==> config.mk <==
export PLATFORM = sky130hd
export DESIGN_NAME = store_buffer
export DESIGN_NICKNAME = d
export VERILOG_FILES = /design/src/rtl/mem_pkg.sv /design/src/rtl/store_fifo.sv /design/src/rtl/store_buffer.sv
export SDC_FILE = /design/constraint.sdc
export NUM_CORES = 1
export LEC_CHECK = 0
export ABC_AREA = 1
export BUFFER_PORTS_ARGS = -buffer_cell sky130_fd_sc_hd__buf_2
export CAP_MARGIN = 0
export CORE_MARGIN = 1.5
export CORE_UTILIZATION = 41
export DETAILED_ROUTE_END_ITERATION = 8
export PLACE_DENSITY = 0.7
export RECOVER_POWER = 50
export SYNTH_ARGS = -nofsm -noshare
export SYNTH_HDL_FRONTEND = slang
export SYNTH_SLANG_ARGS = --single-unit
==> constraint.sdc <==
create_clock -name clk -period 10.34 [get_ports clk]
set_input_delay 2.068 -clock clk [delete_from_list [all_inputs] [get_ports clk]]
set_output_delay 2.068 -clock clk [all_outputs]
set_load 0.02 [all_outputs]
==> src/rtl/mem_pkg.sv <==
// -----------------------------------------------------------------------------
// mem_pkg
// Shared types and helpers for the store buffer:
//   - drain_state_e : drain FSM states (IDLE, WR, RD, RMW)
//   - sb_entry_t    : one queued store {addr, data, word}
//   - WORD_BYTES / HALF_BYTES : access sizes in bytes
//   - range_overlap : byte-range intersection test between a load and an entry
// -----------------------------------------------------------------------------
package mem_pkg;

    localparam int WORD_BYTES = 4;
    localparam int HALF_BYTES = 2;
    localparam int ADDR_W     = 32;
    // One extra bit so that address + size never wraps past the top of memory.
    localparam int XW         = ADDR_W + 1;

    typedef enum logic [1:0] {
        IDLE = 2'd0,
        WR   = 2'd1,
        RD   = 2'd2,
        RMW  = 2'd3
    } drain_state_e;

    typedef struct packed {
        logic [ADDR_W-1:0] addr;
        logic [31:0]       data;
        logic              word;
    } sb_entry_t;

    // Load [a, a+L-1] intersects entry [s, s+3]; L is 4 for word, 2 for halfword.
    function automatic logic range_overlap(input logic [ADDR_W-1:0] ld_addr,
                                           input logic              ld_word,
                                           input logic [ADDR_W-1:0] st_addr);
        logic [XW-1:0] ld_lo;
        logic [XW-1:0] ld_hi;
        logic [XW-1:0] st_lo;
        logic [XW-1:0] st_hi;
        ld_lo = {1'b0, ld_addr};
        ld_hi = ld_lo + (ld_word ? XW'(WORD_BYTES - 1) : XW'(HALF_BYTES - 1));
        st_lo = {1'b0, st_addr};
        st_hi = st_lo + XW'(WORD_BYTES - 1);
        return (ld_lo <= st_hi) && (st_lo <= ld_hi);
    endfunction

endpackage

==> src/rtl/store_fifo.sv <==
// -----------------------------------------------------------------------------
// store_fifo
// Circular buffer of DEPTH store entries with head/tail pointers and a count.
// Every slot is also presented in age order (index 0 = head = oldest) so the
// top level can compare a load against all pending stores in parallel.
// Ports:
//   clk, rst_n          clock, asynchronous active-low reset
//   push, push_entry    enqueue request (ignored while full, even with pop)
//   pop                 dequeue head (ignored while empty)
//   full, empty         occupancy flags
//   age_entry/age_valid all slots, oldest first, with valid mask
// -----------------------------------------------------------------------------
module store_fifo
    import mem_pkg::*;
#(
    parameter int DEPTH = 4
) (
    input  logic             clk,
    input  logic             rst_n,
    input  logic             push,
    input  sb_entry_t        push_entry,
    input  logic             pop,
    output logic             full,
    output logic             empty,
    output sb_entry_t        age_entry [DEPTH],
    output logic [DEPTH-1:0] age_valid
);

    localparam int PW = $clog2(DEPTH);
    localparam int CW = PW + 1;

    sb_entry_t       mem_q [DEPTH];
    logic [PW-1:0]   head_q;
    logic [PW-1:0]   head_d;
    logic [PW-1:0]   tail_q;
    logic [PW-1:0]   tail_d;
    logic [CW-1:0]   count_q;
    logic [CW-1:0]   count_d;
    logic            do_push;
    logic            do_pop;

    assign full    = (count_q == CW'(DEPTH));
    assign empty   = (count_q == CW'(0));
    assign do_push = push & ~full;
    assign do_pop  = pop & ~empty;

    // Next-state for pointers and occupancy; pointers wrap naturally (DEPTH is 2^n).
    always_comb begin
        head_d  = do_pop  ? head_q + PW'(1) : head_q;
        tail_d  = do_push ? tail_q + PW'(1) : tail_q;
        case ({do_push, do_pop})
            2'b10:   count_d = count_q + CW'(1);
            2'b01:   count_d = count_q - CW'(1);
            default: count_d = count_q;
        endcase
    end

    // Age-ordered view of the buffer for the parallel overlap compare.
    always_comb begin
        for (int i = 0; i < DEPTH; i++) begin
            age_entry[i] = mem_q[head_q + PW'(i)];
            age_valid[i] = (CW'(i) < count_q);
        end
    end

    // Pointer, count and storage registers.
    always_ff @(posedge clk or negedge rst_n) begin
        if (!rst_n) begin
            head_q  <= '0;
            tail_q  <= '0;
            count_q <= '0;
            for (int i = 0; i < DEPTH; i++) begin
                mem_q[i] <= '0;
            end
        end else begin
            head_q  <= head_d;
            tail_q  <= tail_d;
            count_q <= count_d;
            if (do_push) begin
                mem_q[tail_q] <= push_entry;
            end
        end
    end

endmodule

==> src/rtl/store_buffer.sv <==
// -----------------------------------------------------------------------------
// store_buffer
// Queues MEM-stage stores and drains them into a byte-addressed RAM one write
// at a time; loads use the RAM port directly unless they overlap a pending
// store. Halfword stores are drained as read (RD) then merged write (RMW),
// since the RAM always writes 4 bytes.
// Optional build macro: STORE_FWD_EN -- forward a load from the youngest
// overlapping entry when the addresses match exactly and the entry covers the
// load (word entry, or halfword load).
// Ports:
//   clk, rst_n                          clock, asynchronous active-low reset
//   req_valid/write/addr/data/word/sign MEM-stage request
//   stall                               hold the request this cycle
//   ld_valid, ld_data                   zero-latency load result
//   drained                             buffer empty and drain FSM idle
//   ram_address/dataIn/write/word/sign  RAM command
//   ram_dataOut                         RAM combinational read data
// -----------------------------------------------------------------------------
module store_buffer
    import mem_pkg::*;
#(
    parameter int DEPTH = 4,
    parameter int AW    = 32
) (
    input  logic          clk,
    input  logic          rst_n,
    input  logic          req_valid,
    input  logic          req_write,
    input  logic [AW-1:0] req_addr,
    input  logic [31:0]   req_data,
    input  logic          req_word,
    input  logic          req_sign,
    output logic          stall,
    output logic          ld_valid,
    output logic [31:0]   ld_data,
    output logic          drained,
    output logic [31:0]   ram_address,
    output logic [31:0]   ram_dataIn,
    output logic          ram_write,
    output logic          ram_word,
    output logic          ram_sign,
    input  logic [31:0]   ram_dataOut
);

`ifdef STORE_FWD_EN
    localparam bit FWD_EN = 1'b1;
`else
    localparam bit FWD_EN = 1'b0;
`endif

    drain_state_e     state_q;
    drain_state_e     state_d;
    logic [31:0]      merge_q;
    logic [31:0]      merge_d;

    sb_entry_t        age_entry [DEPTH];
    logic [DEPTH-1:0] age_valid;
    sb_entry_t        push_entry;
    sb_entry_t        young_ent;
    logic [ADDR_W-1:0] ld_addr;
    logic [31:0]      fwd_data;
    logic             full;
    logic             empty;
    logic             push;
    logic             pop;
    logic             is_load;
    logic             hit_any;
    logic             hit_i;
    logic             fwd_ok;
    logic             ld_stall;
    logic             load_grant;
    logic             fsm_grant;

    assign ld_addr    = ADDR_W'(req_addr);
    assign push_entry = '{addr: ld_addr, data: req_data, word: req_word};
    assign push       = req_valid & req_write & ~full;
    assign is_load    = req_valid & ~req_write;

    store_fifo #(
        .DEPTH (DEPTH)
    ) u_fifo (
        .clk        (clk),
        .rst_n      (rst_n),
        .push       (push),
        .push_entry (push_entry),
        .pop        (pop),
        .full       (full),
        .empty      (empty),
        .age_entry  (age_entry),
        .age_valid  (age_valid)
    );

    // Overlap against every pending entry; the last hit in age order is the youngest.
    always_comb begin
        hit_any   = 1'b0;
        hit_i     = 1'b0;
        young_ent = '0;
        for (int i = 0; i < DEPTH; i++) begin
            hit_i     = age_valid[i] & range_overlap(ld_addr, req_word, age_entry[i].addr);
            hit_any   = hit_any | hit_i;
            young_ent = hit_i ? age_entry[i] : young_ent;
        end
    end

    // Forwarding is safe only when the youngest overlapping store covers the whole load.
    assign fwd_ok   = FWD_EN & hit_any & (young_ent.addr == ld_addr) &
                      (young_ent.word | ~req_word);
    assign fwd_data = req_word ? young_ent.data
                               : {{16{req_sign & young_ent.data[15]}}, young_ent.data[15:0]};

    assign ld_stall   = is_load & hit_any & ~fwd_ok;
    assign load_grant = is_load & ~ld_stall;
    assign fsm_grant  = ~load_grant;

    assign stall    = ld_stall | (req_valid & req_write & full);
    assign ld_valid = load_grant;
    assign ld_data  = load_grant ? (fwd_ok ? fwd_data : ram_dataOut) : 32'h0;
    assign drained  = empty & (state_q == IDLE);

    // Drain FSM next state; every transition needs the RAM port this cycle.
    always_comb begin
        state_d = state_q;
        merge_d = merge_q;
        pop     = 1'b0;
        if (fsm_grant) begin
            case (state_q)
                IDLE: begin
                    if (!empty) begin
                        state_d = age_entry[0].word ? WR : RD;
                    end else begin
                        state_d = IDLE;
                    end
                end
                WR: begin
                    pop = 1'b1;
                    // Stay in WR when the entry becoming head is also a word store.
                    if (age_valid[1]) begin
                        state_d = age_entry[1].word ? WR : IDLE;
                    end else if (push) begin
                        state_d = req_word ? WR : IDLE;
                    end else begin
                        state_d = IDLE;
                    end
                end
                RD: begin
                    merge_d = ram_dataOut;
                    state_d = RMW;
                end
                RMW: begin
                    pop     = 1'b1;
                    state_d = IDLE;
                end
                default: state_d = IDLE;
            endcase
        end else begin
            state_d = state_q;
        end
    end

    // RAM command: a granted load owns the port, otherwise the drain FSM does.
    always_comb begin
        ram_address = 32'h0;
        ram_dataIn  = 32'h0;
        ram_write   = 1'b0;
        ram_word    = 1'b0;
        ram_sign    = 1'b0;
        if (load_grant) begin
            ram_address = 32'(ld_addr);
            ram_word    = req_word;
            ram_sign    = req_sign;
        end else begin
            case (state_q)
                WR: begin
                    ram_address = 32'(age_entry[0].addr);
                    ram_dataIn  = age_entry[0].data;
                    ram_write   = 1'b1;
                    ram_word    = 1'b1;
                end
                RD: begin
                    ram_address = 32'(age_entry[0].addr);
                    ram_word    = 1'b1;
                end
                RMW: begin
                    ram_address = 32'(age_entry[0].addr);
                    ram_dataIn  = {merge_q[31:16], age_entry[0].data[15:0]};
                    ram_write   = 1'b1;
                    ram_word    = 1'b1;
                end
                default: ram_write = 1'b0;
            endcase
        end
    end

    // Drain FSM state and merge register.
    always_ff @(posedge clk or negedge rst_n) begin
        if (!rst_n) begin
            state_q <= IDLE;
            merge_q <= 32'h0;
        end else begin
            state_q <= state_d;
            merge_q <= merge_d;
        end
    end

endmodule

; ---- Word level (Yosys, flattened, before mapping)
; Index checks and enable logic that the tools add are counted.
[word_totals]
reg_bits = 301
latch_bits = 0
ram_bits = 0
romBits = 0
in_bits = 102
word_cells = 124
mem_count = 0
[op_classes]
addsub = 11
multipliers = 0
div = 0
order_cmp = 18
eq_ne = 6
n_shift = 0
muxes = 34
bitwise = 27
n_reduce_logical = 11
[ops]
columns = cell, n
row1 = $mux 65, 9
row2 = $bmux 65 s2, 4
row3 = $le 32x33->1, 8
row4 = $bwmux 260, 1
row5 = $add 32x2->33 const B, 4
row6 = $demux 65 s2, 1
row7 = $mux 32, 4
row8 = $pmux 32 s2, 1
row9 = $add 32x2->33, 1
row10 = $ge 3x3->1 const B, 5
row11 = $not 2->3, 5
row12 = $and 1x1->1, 13
row13 = $mux 1, 9
row14 = $pmux 2 s4, 1
row15 = $eq 2x2->1 const B, 3
row16 = $lt 1x3->1 const A, 2
row17 = $lt 2x3->1 const A, 2
row18 = $mux 2, 3
row19 = $pmux 3 s2, 1
row20 = $logic_and 1x1->1, 5
row21 = $not 1->1, 5
row22 = $add 2x1->2 const B, 2
row23 = $add 2x2->2 const B, 2
row24 = $eq 2x1->1 const B, 2
row25 = other kinds (11), 14

; ---- Depth between registers and ports, before layout
[depth]
ltp_word = 19
ltp_mapped = 46
depth_no_buf = 41

; ---- Cells and area by module
; Synthesis repeated with hierarchy kept, for this count alone.
[hier_totals]
cells_unflattened = 4400
hier_area_um2 = 27614.0
[modules_own_cells]
columns = module, n_inst, cells_per_inst, area_each_um2
row1 = store_fifo, 1, 2453, 16061.7
row2 = store_buffer, 1, 1947, 11552.3

; ---- Least setup slack after synthesis
; OpenSTA, ideal clock, no wires.
[synth_path]
path_kind = input-to-output
start = input port req_addr[0]
end = output port ram_address[0]
arrival_ps = 6331
t_required_ps = 8272
slack_ps = 1941
stages = 28
path_buffers = 1
path_cell_list = inv_1 -> fa_1 -> nor3_1 -> nand2_1 -> nor2_1 -> inv_1 -> nor3_1 -> inv_1 -> nor2_1 -> nand4_1 -> inv_1 -> nand2_1 -> nor2_1 -> xor2_1 -> ha_1 -> nand2_1 -> nor4_1 -> nand2_1 -> nor4_1 -> nand3_1 -> nand2_1 -> nand2_1 -> a21oi_1 -> nor2_4 -> nand2_4 -> buf_8 -> nand2_4 -> o21ai_0
[synth_between]
elab_chain_cells = 11
word_cells_on_any_way = 24
classes_between = add/sub: 1 / order compare: 8 / mux: 1 / bitwise: 10 / reduce/logical: 4
[synth_rtl]
columns = item, line
row1 = start: declaration, store_buffer.sv:29  ; input logic [AW-1:0] req_addr,
row2 = $add 32x2->33, mem_pkg.sv:39  ; ld_hi = ld_lo + (ld_word ? XW'(WORD_BYTES - 1) : XW'(HALF_BYTES - 1));
row3 = $le 32x33->1, mem_pkg.sv:42  ; return (ld_lo <= st_hi) && (st_lo <= ld_hi);
row4 = $logic_and 1x1->1, mem_pkg.sv:42
row5 = $and 1x1->1, store_buffer.sv:99  ; hit_i = age_valid[i] & range_overlap(ld_addr, req_word, age_entry[i].addr);
row6 = $or 1x1->1 (3 in a row), store_buffer.sv:100  ; hit_any = hit_any | hit_i;
row7 = $and 1x1->1, store_buffer.sv:111  ; assign ld_stall = is_load & hit_any & ~fwd_ok;
row8 = $not 1->1, store_buffer.sv:112  ; assign load_grant = is_load & ~ld_stall;
row9 = $and 1x1->1, store_buffer.sv:112
row10 = $mux 32 *, store_buffer.sv:167  ; if (load_grant) begin
row11 = end: declaration, store_buffer.sv:37  ; output logic [31:0] ram_address,
; Mark *: on every way between the ends. The rest lies on a longest branch, timed or not.

; ---- Worst setup path in the final report
[layout_path]
start = input port req_addr[1]
end = output port ram_address[25]
[layout_between]
elab_chain_cells = 11
word_cells_on_any_way = 24
classes_between = add/sub: 1 / order compare: 8 / mux: 1 / bitwise: 10 / reduce/logical: 4
[layout_rtl]
columns = item, line
row1 = $add 32x2->33, mem_pkg.sv:39
row2 = $le 32x33->1, mem_pkg.sv:42
row3 = $logic_and 1x1->1, mem_pkg.sv:42
row4 = $and 1x1->1, store_buffer.sv:99
row5 = $or 1x1->1 (2 in a row), store_buffer.sv:100
row6 = $or 1x1->1 *, store_buffer.sv:100
row7 = $and 1x1->1 *, store_buffer.sv:111
row8 = $not 1->1 *, store_buffer.sv:112
row9 = $and 1x1->1 *, store_buffer.sv:112
row10 = $mux 32 *, store_buffer.sv:167
; Marked as above.

==> metrics.yaml <==
drive_gt1_share_pct: 12.5
hp-start: "merge_q[25]$_DFFE_PN0P_"
layout.nets: 4031
setup_viol: 0
ys_seq_elements: 285
drv_slew: 556
whs_path_depth: 2
clock_path_buffers: 3
grt_pass1_wl_um: 128000
worst_ep_required_time_ns: 8.27
drt_wl_total_um: 82500
via_count: 24232
r2r_start: "u_fifo.head_q[0]$_DFFE_PN0P_"
cts_root_buf: "clkbuf_16"
avgRoutedWirePerCell_um: 18.4
dp_cells: 4406
status: "finished with violations"
crit_top_cell: "nand2_1"
synth_common_cells: "nand2_1 (969), o21ai_0 (429), inv_1 (394)"
worstMarginPinSlew_ns: 4.22
avgSynthCellArea_um2: 7.12
drv_cap: 8
worstPathArrival_ns: 7.66
synth_edf_count: 0
numPortBuffers: 203
instances_no_fill: 4472
syn_to_final_growth_pct: 10.4
cts_inserted_buffers: 36
grt_max_degree: 92
hold_class: "reg2reg"
ys.flop_type: "dfrtp_1"
num_rows: 90
path_max_fanout: 29
clk_pin_slew_ns: 0.06
synth_cell_types: 62
fin_crit_sh_pct: 94.1
end_kind: "output port"
post-route-drc-count: 0
grt_setup_unrepaired: "no"
start_util_pct: 41.6
core_mm2: 0.0605
netlist_area_mm2: 0.0251
async_flop_share_pct: 100
max_stage_delay_ns: 0.44
dp_hpwl_um: 63300
tritoncts: "done"
die_w_um: 251
drt_iter0_markers: 2034
cts_max_level: 2
ios: 204
seqCellArea_mm2: 0.00714
ys_seq_area_share_pct: 28.4
finalHoldViolCount: 0
synth_top_cell_by_area: "dfrtp_1"
synthesis.nets: 3900
fmax_mhz: 103
violations: "capacitance limit, slew limit"
grt_usage_pct: 26.1
min_period_ns: 9.73
yosys.area.top_type_share_pct: 28.4
viasPerCell: 5.42
diodes: 0
fp.dieH_um: 251
drt_pass1_iterations: 6
finalWeightedCongestion: 1.04
fillers: 6233
holdWs_ns: 0.482
reg2reg_slack_ns: 3.36
syn_inst: 3531
skew_ns: 0.0259
slowest_stage: "nor4b_1"
first_global_vias: 22190
criticalPathCategory: "in2out"
hold_buffers: 0
synthTopCellsByArea: "dfrtp_1 (28%), nand2_1 (14%), ha_1 (13%), o21ai_0 (8.5%), inv_1 (5.9%)"
fin_tns_setup_ns: 0
ys_warn_count: 0
cp-start-kind: "input port"
cts_sinks: 285
grt_remaining_overflow: 0
multi_input_area_mm2: 0.0157
r2r-end: "merge_q[22]$_DFFE_PN0P_"
worstHoldEndpoint: "merge_q[25]$_DFFE_PN0P_"
antenna_found_initial: 3
dieArea_mm2: 0.0628
yosysMostFrequentCell: "nand2_1"
reg2reg_depth: 29
clk_latency_ns: 0.57
antenna_left: 0
relSlewSlack_pct: -181
-- routing by layer --
| metal | GRT usage [%] | routed length, µm |
|---|---|---|
| met5 | 0 | 35 |
| met4 | 8.57 | 2570 |
| met3 | 3.77 | 6280 |
| met2 | 42.2 | 36800 |
| met1 | 35.8 | 36800 |
-- what timing repair did --
item	4_1_cts	5_1_grt
hold endpoints to repair	0	0
gates resized for setup	0	2
setup endpoints to repair	0	14
buffers inserted	0	0
-- area by class of cell --
class,instances,area share (%)
Timing Repair Buffer,235,4.53
Clock inverter,19,0.712
Tap cell,782,3.53
Multi-Input combinational cell,2701,56.4
Clock buffer,47,3.65
Inverter,403,5.46
Sequential cell,285,25.7
-- cells in the final DEF, fill, tap and decap left out, types with 4 or more instances in the layout --
cell type	Yosys	layout
a21oi_1	127	127
ha_1	266	266
nor2_2	12	12
clkinv_2	0	10
inv_1	394	394
a22oi_1	38	38
dfrtp_1	285	284
clkbuf_1	70	9
nor4_1	23	23
a21o_1	4	4
clkbuf_8	0	5
nor2_1	221	221
or2_2	22	22
mux2i_1	18	18
nor3_1	36	36
o21a_1	27	27
o21ai_0	429	429
xnor2_1	14	14
nand2_2	15	15
o21ai_2	70	70
nor3_2	8	8
buf_4	22	28
a22o_1	6	6
inv_6	0	4
nand2_1	969	969
a221oi_1	7	7
nand4_1	65	65
buf_2	18	202
nor2_4	5	5
inv_2	9	8
clkbuf_16	0	37
o21ai_1	59	59
a211oi_1	8	8
nand3_2	7	7
xor2_1	121	120
nand3_1	80	80
-- critical path, delay by kind of cell --
| family | cells | cell delay, ns |
|---|---|---|
| adder cells (fa/ha/maj) | 2 | 0.72 |
| AO/OA/AOI/OAI | 4 | 0.55 |
| AND/OR/NAND/NOR | 20 | 3.44 |
| buffers and inverters | 5 | 0.84 |
-- cells by family after synthesis --
logic type / share of synthesized area [%]
AND/OR/NAND/NOR: 25.5
AO/OA/AOI/OAI: 18.0
XOR/XNOR: 4.71
flip-flops: 28.4
buffers and inverters: 9.38
adder cells (fa/ha/maj): 13.3
multiplexers: 0.717
-- state kept, by name, indices dropped and copies added (netlist names) --
register and count:
merge_q 16, u_fifo.tail_q 2, state_q 2, u_fifo.head_q 2, u_fifo.mem_q 260, u_fifo.count_q 3
-- worst max-delay path by stage --
stage               depth (start not counted)               to         from
finish                                     31  ram_address[25]  req_addr[1]
global placement                           31  ram_address[25]  req_addr[1]
floorplan                                  28   ram_address[0]  req_addr[0]
detailed placement                         31  ram_address[26]  req_addr[1]
global route                               31  ram_address[23]  req_addr[1]
CTS                                        31  ram_address[26]  req_addr[1]
-- per-stage QoR --
stage / area [µm²] / worst slack [ns] / utilization [%]
final: 27800 / 0.612 / 45.9
after global routing: 27800 / 0.0274 / 45.9
after CTS: 27800 / 0.595 / 46.0
after detailed placement: 26600 / 0.609 / 43.9
after global placement: 26600 / 0.633 / 43.9
after floorplan: 25100 / 1.94 / -
Power is not shown: default switching activity piles up to over one toggle a cycle in this logic, so the estimate is an artifact.
